## config.mk

```make
export PLATFORM = sky130hd
export DESIGN_NAME = addr_bus_arbiter_flat
export DESIGN_NICKNAME = d
export VERILOG_FILES = /design/src/rtl/addr_bus_arbiter_if.sv /design/src/rtl/addr_bus_arbiter.sv /design/src/flat_wrapper.sv
export SDC_FILE = /design/constraint.sdc
export NUM_CORES = 1
export LEC_CHECK = 0
export BUFFER_PORTS_ARGS = -buffer_cell sky130_fd_sc_hd__buf_2
export CAP_MARGIN = 20
export CORE_MARGIN = 5
export CORE_UTILIZATION = 30
export DETAILED_ROUTE_END_ITERATION = 10
export PLACE_DENSITY = 0.48
export SLEW_MARGIN = 15
export SYNTH_ARGS = -nofsm -noshare
export SYNTH_HDL_FRONTEND = slang
export SYNTH_SLANG_ARGS = --single-unit
```

## constraint.sdc

```tcl
create_clock -name clk_i -period 6.7 [get_ports clk_i]
set_clock_uncertainty 0.05 [all_clocks]
set_input_delay 1.005 -clock clk_i [delete_from_list [all_inputs] [get_ports clk_i]]
set_output_delay 1.005 -clock clk_i [all_outputs]
set_load 0.005 [all_outputs]
```

## src/rtl/addr_bus_arbiter_if.sv

```systemverilog
// Address-bus arbiter handshake bundle: requester/memory side (master) and arbiter side (slave).
interface addr_bus_arbiter_if #(
   parameter int NREQ = 4,
   parameter int ID_W = 2
);
   logic [NREQ-1:0] req;
   logic [NREQ-1:0] inc;
   logic            mem_ready;
   logic [NREQ-1:0] oe_addr_n;
   logic [NREQ-1:0] cnt;
   logic [NREQ-1:0] ack;
   logic            mem_req;
   logic            busy;
   logic [ID_W-1:0] cur_id;

   modport master (
      output req, inc, mem_ready,
      input  oe_addr_n, cnt, ack, mem_req, busy, cur_id
   );

   modport slave (
      input  req, inc, mem_ready,
      output oe_addr_n, cnt, ack, mem_req, busy, cur_id
   );
endinterface

```

## src/rtl/addr_bus_arbiter.sv

```systemverilog
// Round-robin owner of the shared 16-bit address bus: grants one pointer_reg, handshakes memory, strobes post-increment.
// Optional ADDR_ARB_FIXED_PRIO_EN: index 0 (PC fetch) always wins, the rest rotate among themselves.
module addr_bus_arbiter #(
   parameter int NREQ = 4,
   parameter int ID_W = 2
) (
   input  logic              clk_i,
   input  logic              rst_i,
   addr_bus_arbiter_if.slave bus
);

   localparam logic [1:0] S_IDLE   = 2'd0;
   localparam logic [1:0] S_ACCESS = 2'd1;
   localparam logic [1:0] S_DONE   = 2'd2;

   localparam logic [NREQ-1:0] ONE = NREQ'(1);

   logic [1:0]      state_q, state_d;
   logic [NREQ-1:0] oe_n_q, oe_n_d;
   logic [NREQ-1:0] cnt_q, cnt_d;
   logic [NREQ-1:0] ack_q, ack_d;
   logic            mem_req_q, mem_req_d;
   logic            busy_q, busy_d;
   logic [ID_W-1:0] cur_id_q, cur_id_d;
   logic [ID_W-1:0] rr_q, rr_d;
   logic            inc_l_q, inc_l_d;

   logic [NREQ-1:0]   rq, rot;
   logic [2*NREQ-1:0] dbl;
   logic [ID_W-1:0]   rr_eff, win, rr_nxt;
   logic [ID_W:0]     koff, sum;
   logic              prio0;

   // Rotate req right by the search start, take the lowest set bit, then map back to an index.
   always_comb begin
      rq     = bus.req;
      rr_eff = rr_q;
      prio0  = 1'b0;
`ifdef ADDR_ARB_FIXED_PRIO_EN
      prio0  = bus.req[0];
      rq[0]  = 1'b0;
      if (rr_q == '0) rr_eff = ID_W'(1);
`endif
      dbl  = {rq, rq};
      rot  = NREQ'(dbl >> rr_eff);
      koff = '0;
      for (int k = NREQ-1; k >= 0; k--) begin
         if (rot[k]) koff = (ID_W+1)'(k);
      end
      sum = {1'b0, rr_eff} + koff;
      if (sum >= (ID_W+1)'(NREQ)) sum = sum - (ID_W+1)'(NREQ);
      win    = prio0 ? '0 : sum[ID_W-1:0];
      rr_nxt = rr_q;
      if (!prio0) rr_nxt = (win == ID_W'(NREQ-1)) ? '0 : win + ID_W'(1);
   end

   always_comb begin
      state_d   = state_q;
      oe_n_d    = oe_n_q;
      cnt_d     = cnt_q;
      ack_d     = ack_q;
      mem_req_d = mem_req_q;
      busy_d    = busy_q;
      cur_id_d  = cur_id_q;
      rr_d      = rr_q;
      inc_l_d   = inc_l_q;
      case (state_q)
         S_IDLE: begin
            if (|bus.req) begin
               state_d   = S_ACCESS;
               oe_n_d    = ~(ONE << win);
               mem_req_d = 1'b1;
               busy_d    = 1'b1;
               cur_id_d  = win;
               inc_l_d   = bus.inc[win];
               rr_d      = rr_nxt;
            end
         end
         S_ACCESS: begin
            if (bus.mem_ready) begin
               state_d   = S_DONE;
               oe_n_d    = '1;
               mem_req_d = 1'b0;
               ack_d     = ONE << cur_id_q;
               cnt_d     = inc_l_q ? (ONE << cur_id_q) : '0;
            end
         end
         S_DONE: begin
            state_d = S_IDLE;
            ack_d   = '0;
            cnt_d   = '0;
            busy_d  = 1'b0;
         end
         default: begin
            state_d   = S_IDLE;
            oe_n_d    = '1;
            mem_req_d = 1'b0;
            ack_d     = '0;
            cnt_d     = '0;
            busy_d    = 1'b0;
         end
      endcase
   end

   always_ff @(posedge clk_i) begin
      if (rst_i) begin
         state_q   <= S_IDLE;
         oe_n_q    <= '1;
         cnt_q     <= '0;
         ack_q     <= '0;
         mem_req_q <= 1'b0;
         busy_q    <= 1'b0;
         cur_id_q  <= '0;
         rr_q      <= '0;
         inc_l_q   <= 1'b0;
      end else begin
         state_q   <= state_d;
         oe_n_q    <= oe_n_d;
         cnt_q     <= cnt_d;
         ack_q     <= ack_d;
         mem_req_q <= mem_req_d;
         busy_q    <= busy_d;
         cur_id_q  <= cur_id_d;
         rr_q      <= rr_d;
         inc_l_q   <= inc_l_d;
      end
   end

   assign bus.oe_addr_n = oe_n_q;
   assign bus.cnt       = cnt_q;
   assign bus.ack       = ack_q;
   assign bus.mem_req   = mem_req_q;
   assign bus.busy      = busy_q;
   assign bus.cur_id    = cur_id_q;

endmodule
```

## src/flat_wrapper.sv

```systemverilog
// flat-port wrapper written by rule: the top's interface ports become plain ports
module addr_bus_arbiter_flat 
#(
   parameter int NREQ = 4,
   parameter int ID_W = 2
)
  (clk_i, rst_i, bus_req, bus_inc, bus_mem_ready, bus_oe_addr_n, bus_cnt, bus_ack, bus_mem_req, bus_busy, bus_cur_id);
  addr_bus_arbiter_if #(.NREQ(NREQ), .ID_W(ID_W)) bus_i ();
  input  logic clk_i;
  input  logic rst_i;
  input wire logic [$bits(bus_i.req)-1:0] bus_req;
  input wire logic [$bits(bus_i.inc)-1:0] bus_inc;
  input wire logic [$bits(bus_i.mem_ready)-1:0] bus_mem_ready;
  output wire logic [$bits(bus_i.oe_addr_n)-1:0] bus_oe_addr_n;
  output wire logic [$bits(bus_i.cnt)-1:0] bus_cnt;
  output wire logic [$bits(bus_i.ack)-1:0] bus_ack;
  output wire logic [$bits(bus_i.mem_req)-1:0] bus_mem_req;
  output wire logic [$bits(bus_i.busy)-1:0] bus_busy;
  output wire logic [$bits(bus_i.cur_id)-1:0] bus_cur_id;
  assign bus_i.req = bus_req;
  assign bus_i.inc = bus_inc;
  assign bus_i.mem_ready = bus_mem_ready;
  assign bus_oe_addr_n = bus_i.oe_addr_n;
  assign bus_cnt = bus_i.cnt;
  assign bus_ack = bus_i.ack;
  assign bus_mem_req = bus_i.mem_req;
  assign bus_busy = bus_i.busy;
  assign bus_cur_id = bus_i.cur_id;
  addr_bus_arbiter #(.NREQ(NREQ), .ID_W(ID_W)) u_core (.clk_i(clk_i), .rst_i(rst_i), .bus(bus_i));
endmodule
```

==> results of run 1 <==
path summary, 6_finish.rpt:
| check | end |
|---|---|
| setup / recovery | u_core.rr_eff[0] |
| hold / removal | u_core.bus.ack[3] |
| hold reg to reg | u_core.bus.ack[3] |
| setup reg to reg | u_core.rr_eff[0] |
registers in the layout (all words and copies together) (netlist names):
register	flops
u_core.bus.ack	4
u_core.bus.cnt	4
u_core.bus.oe_addr_n	4
u_core.bus.cur_id	2
u_core.rr_eff	2
u_core.state_q	2
u_core.bus.busy	1
u_core.bus.mem_req	1
u_core.inc_l_q	1
synth_stat cells, drive strengths merged:
cell / n / area (um^2)
or2: 1 / 6.26
nor4: 1 / 6.26
o2111ai: 1 / 8.76
o211ai: 1 / 7.51
and3: 1 / 7.51
dfxtp: 21 / 420
ha: 2 / 25.0
nor2b: 1 / 6.26
buf: 4 / 45.0
and2b: 2 / 16.3
inv: 4 / 15.0
nor3: 6 / 30.0
nor3b: 2 / 15.0
xnor2: 2 / 25.0
o21ai: 3 / 15.0
o32ai: 4 / 42.6
o41ai: 1 / 16.3
nor2: 19 / 71.3
or4: 1 / 8.76
a32oi: 5 / 51.3
nand2b: 7 / 43.8
o22ai: 1 / 6.26
nand3b: 1 / 7.51
a21oi: 11 / 55.1
nand4: 1 / 6.26
nand2: 9 / 33.8
a211oi: 3 / 27.5
clkbuf: 2 / 7.51
or3: 1 / 6.26
power groups by stage:
stage | Sequential (mW) | Combinational (mW) | Clock, mW
after floorplan | 0.170 | 0.140 | 0
after global placement | 0.178 | 0.171 | 0
after detailed placement | 0.178 | 0.172 | 0
after CTS | 0.175 | 0.174 | 0.0617
after global routing | 0.181 | 0.195 | 0.0680
final | 0.175 | 0.170 | 0.0590
final cells by class:
type	count	area share, %
multi-input cells	87	45.7
flip-flops and latches	21	35.2
repair buffers	26	10.9
well taps	46	4.82
clock buffers	4	2.20
inverters	4	1.26
tightest hold or removal path, cell delays in order, from the launching register on:
cell     delay, ns
dfxtp_1       0.33
nand2_1       0.05
a21oi_1       0.05
per-stage QoR:
| stage | setup slack (ns) | hold slack [ns] | area, um^2 |
|---|---|---|---|
| global route | 3.62 | 0.441 | 1190 |
| detailed placement | 3.50 | 0.405 | 1170 |
| finish | 3.80 | 0.414 | 1190 |
| CTS | 3.82 | 0.421 | 1190 |
| global placement | 3.56 | 0.395 | 1170 |
| floorplan | 3.69 | 0.403 | 1030 |
cells by family (layout without fill, tap and decap cells):
kind of cell | count (synthesis) | in the layout
xor gates and xnor gates | 2 | 2
and+or+nand+nor | 53 | 53
DFF | 21 | 21
buffers and inverters | 10 | 34
AOI/OAI and AO/OA | 30 | 30
adders and majority gates | 2 | 2
per-layer routing:
metal,vias up,wire [um]
li1,482,-
met3,2,109
met4,0,19
met5,-,0
met2,16,955
met1,418,1130
==> metrics.cfg, run 1 <==
[global_routing]
grt_max_degree = 18
met2_usage_pct = 18.2
grt_pass1_wl_um = 4060
gr-usage-met3_pct = 3.08
antenna_found_initial = 0
grt_pass1_vias = 931
overflow = 0
top_usage_layer = met2
grtUsageMet1_pct = 14.4
grt.total_usage_pct = 11.3

[clock_tree]
cts_buffer_depth = 2
clock_latency_ns = 0.29
ctsResizeCount = 0
cts_buffers = 3
holdBufCountCts = 0
cts_sinks = 21
cts_setup_buffers = 0
cts_tree = yes
cts_root_buf = clkbuf_4
h-tree-depth = 1
clk_pin_slew_worst_paths_ns = 0.11

[min_path]
hold_path_class = reg -> reg
whs_path_depth = 2
hp-start = u_core.bus.ack[3]

[sta]
finalCriticalPeriod_ns = 2.90
fmax_mhz = 345
rsz0062_at_grt = false
fin_tns_setup_ns = 0
finalCritPeriodShare_pct = 43.2
hold_viol = 0
tightest_slew_ns = 0.667
maxSlewHeadroom_pct = 55.2
slew_viol_final = 0
setup_viol = 0

[synthesis]
ys_types = 35
yosys.area_share.xor_xnor_pct = 2.42
synthMuxAreaShare_pct = 0
synth_area_per_cell_um2 = 8.76
yosys.area_share.adder_pct = 2.42
netlist_instances = 118
synth.net_count = 131
synth-simple-area-share_pct = 25.7
synth.yosys.seq_area_share_pct = 40.7
synth-seq-cells = 21
mappedNetlistArea_um2 = 1030
synth-compound-area-share_pct = 22.3
synth_top_family_by_area = simple AND/OR/NAND/NOR gates
yosys_warnings = 0

[power]
combPwrFrac_pct = 42.1
sw_frac_of_total_pct = 38.1
p_int_mw = 0.250
leakagePower_nw = 0.487
p_total_mw = 0.404
seqPwrFrac_pct = 43.3
power_frac_clock_pct = 14.6
ir_worst_vdd_mv = 0.145
power.density_nw_per_um2 = 338
p_sw_mw = 0.154

[floorplanning]
die_area_um2 = 4720
ioPinCount = 27
core_um2 = 3340
rows = 21
dieWidth_um = 68.7
fp.dieH_um = 68.7
initial_utilization_pct = 31.0

[layout]
final_cell_mix = buf_2 (26), dfxtp_1 (21), nor2_1 (19)
drive_above_1_share_pct = 27.5
n_antenna_cell = 0
final_common_cell = buf_2
multiInputGateArea_um2 = 546
synthToLayoutAreaGrowth_pct = 15.6
ff_latch_area_um2 = 420
postLayoutCoreUtil_pct = 35.8
instances_no_fill = 188
fillCellCount = 373
final_nets = 156

[worst_setup_path]
end_kind = flip-flop
critPathLaunch = bus_req[0]
critPathSlowestCell = or4_2
rr_worst_depth = 10
cp.depth = 11
crit_family = simple AND/OR/NAND/NOR gates
crit_chain = buf_2, or4_2, o2111ai_1, ha_1, xnor2_1, xnor2_2, inv_2, ha_1, nor3_1, a21oi_1, nor2_1
critical_path_class = in -> reg
reg2reg_slack_ns = 4.17
crit_required_ns = 6.89
crit_buf_inv = 2
crit_top_cell = ha_1
worstPathArrival_ns = 3.08
crit-reg2reg-launch = u_core.rr_eff[0]
cp_max_fo = 9
critPathMaxStageDelay_ns = 0.64
start_kind = primary input

[detailed_routing]
drc_errors = 0
via_per_inst = 4.88
wl_per_cell_um = 11.8
drt-initial-drc-count = 83
dr_total_vias = 918
ant_nets = 0
postRouteWirelength_um = 2210
first_pass_iters = 3

[status]
status = finished, final reports clean

[flow_run]
maxCapViolCount = 0

[placement]
port_buffers = 26
gp_congestion = 0.690
dp.cells = 184
dpl.hpwl_um = 1670

(Power assumes the default switching activity.)
==> run 2: changes to the inputs <==
--- a/config.mk
+++ b/config.mk
@@ -10,7 +10,7 @@
 export CORE_MARGIN = 5
 export CORE_UTILIZATION = 30
 export DETAILED_ROUTE_END_ITERATION = 10
-export PLACE_DENSITY = 0.48
+export PLACE_DENSITY = 0.5
 export SLEW_MARGIN = 15
 export SYNTH_ARGS = -nofsm -noshare
 export SYNTH_HDL_FRONTEND = slang
==> constraint.sdc (replaced) <==
create_clock -name clk_i -period 2.62 [get_ports clk_i]
set_clock_uncertainty 0.05 [all_clocks]
set_input_delay 0.393 -clock clk_i [delete_from_list [all_inputs] [get_ports clk_i]]
set_output_delay 0.393 -clock clk_i [all_outputs]
set_load 0.005 [all_outputs]
==> metrics.cfg, run 2 (same netlist as run 1, synthesis figures left out) <==
[detailed_routing]
first_pass_iters = 4
ant_nets = 0
dr_total_vias = 925
via_per_inst = 4.82
wl_per_cell_um = 12.5
postRouteWirelength_um = 2390
drc_errors = 0
drt-initial-drc-count = 45

[floorplanning]
ioPinCount = 27
dieWidth_um = 68.7
rows = 21
fp.dieH_um = 68.7
die_area_um2 = 4720
initial_utilization_pct = 31.0
core_um2 = 3340

[global_routing]
grt_max_degree = 18
grt_pass1_wl_um = 4000
overflow = 0
antenna_found_initial = 0
grt.total_usage_pct = 11.1
grt_pass1_vias = 912

[worst_setup_path]
crit_top_cell = ha_1
end_kind = flip-flop
start_kind = flip-flop
critPathSlowestCell = or4_2
crit-reg2reg-launch = u_core.rr_eff[0]
worstPathArrival_ns = 2.59
cp_max_fo = 4
critical_path_class = reg -> reg
crit_chain = or4_2, o2111ai_1, ha_1, xnor2_1, xnor2_2, inv_2, ha_1, nor3_1, a21oi_1, nor2_1
crit_required_ns = 2.81
critPathLaunch = u_core.rr_eff[0]
critPathMaxStageDelay_ns = 0.66

[layout]
synthToLayoutAreaGrowth_pct = 18.5
fillCellCount = 378
drive_above_1_share_pct = 29.5
final_common_cell = buf_2
final_nets = 160
ff_latch_area_um2 = 420
n_antenna_cell = 0
final_cell_mix = buf_2 (26), dfxtp_1 (21), nor2_1 (19)
multiInputGateArea_um2 = 546

[min_path]
hold_path_class = in -> reg
hp-start = bus_mem_ready

[flow_run]
maxCapViolCount = 0

[clock_tree]
cts_root_buf = clkbuf_4
holdBufCountCts = 0
cts_tree = yes
cts_setup_buffers = 0
h-tree-depth = 1
ctsResizeCount = 0
clock_latency_ns = 0.29
cts_sinks = 21
cts_buffers = 3
cts_buffer_depth = 2
clk_pin_slew_worst_paths_ns = 0.11

[placement]
dpl.hpwl_um = 1820
port_buffers = 26
gp_congestion = 0.722

[sta]
tightest_slew_ns = 0.688
slew_viol_final = 0
rsz0062_at_grt = false
fmax_mhz = 416
whs_ns = 0.369
setup_viol = 0
finalCritPeriodShare_pct = 91.7
finalCriticalPeriod_ns = 2.40
hold_viol = 0
maxSlewHeadroom_pct = 53.8
fin_tns_setup_ns = 0

[power]
ir_worst_vdd_mv = 0.417
power.density_nw_per_um2 = 860
leakagePower_nw = 0.507
p_total_mw = 1.05

[status]
status = finished, final reports clean

run 2: changes by cell type in the layout (fill, tap and decap cells not counted), sizes merged:
| cell | delta |
|---|---|
| buf | +4 |
run 2: final cells by class:
type	count	share of cell area [%]
sequential	21	34.3
multi-input combinational	87	44.5
inverter	4	1.23
timing repair buffer	30	13.1
clock buffer	4	2.15
tap	46	4.70
run 2: per-layer routing:
layer  up-vias  global-route usage [%]  share of wire, %
li1        486                       -                 -
met1       420                    13.6                49
met2        17                    18.8                46
met3         2                    3.57               4.3
met4         0                    2.92              0.59
met5         -                       0                 0
run 2: final timing paths:
check	end	slack [ns]	cells after the start
hold reg to reg	u_core.bus.ack[3]	0.42	2
hold / removal	u_core.bus.ack[3]	0.37	3
setup / recovery	u_core.rr_eff[0]	0.22	10
setup reg to reg	u_core.rr_eff[0]	0.22	10
run 2: stage by stage:
stage          utilization [%]  worst slack, ns  instance area (um^2)  cells
6_report                  36.7            0.218                  1220    192
2_1_floorplan                -            0.225                  1030    118
3_3_place_gp              35.9            0.121                  1200    188
3_5_place_dp              35.9           0.0609                  1200    188
4_1_cts                   36.7            0.231                  1220    192
5_1_grt                   36.7           0.0722                  1220    192
run 2: report_power, final:
group / switching, mW / total [mW] / internal, mW / leakage [nW]
registers: 0.0578 / 0.436 / 0.378 / 0.172
clock network: 0.0884 / 0.148 / 0.0592 / 0.0150
logic: 0.256 / 0.470 / 0.214 / 0.319
run 2: worst max-delay path: cells and delay by family, from the launching register on:
family	cells	cell delay, ns
and+or+nand+nor	3	0.92
adders and majority gates	2	0.40
xor gates and xnor gates	2	0.37
DFF	1	0.33
AOI/OAI and AO/OA	2	0.18
buffers and inverters	1	0.10
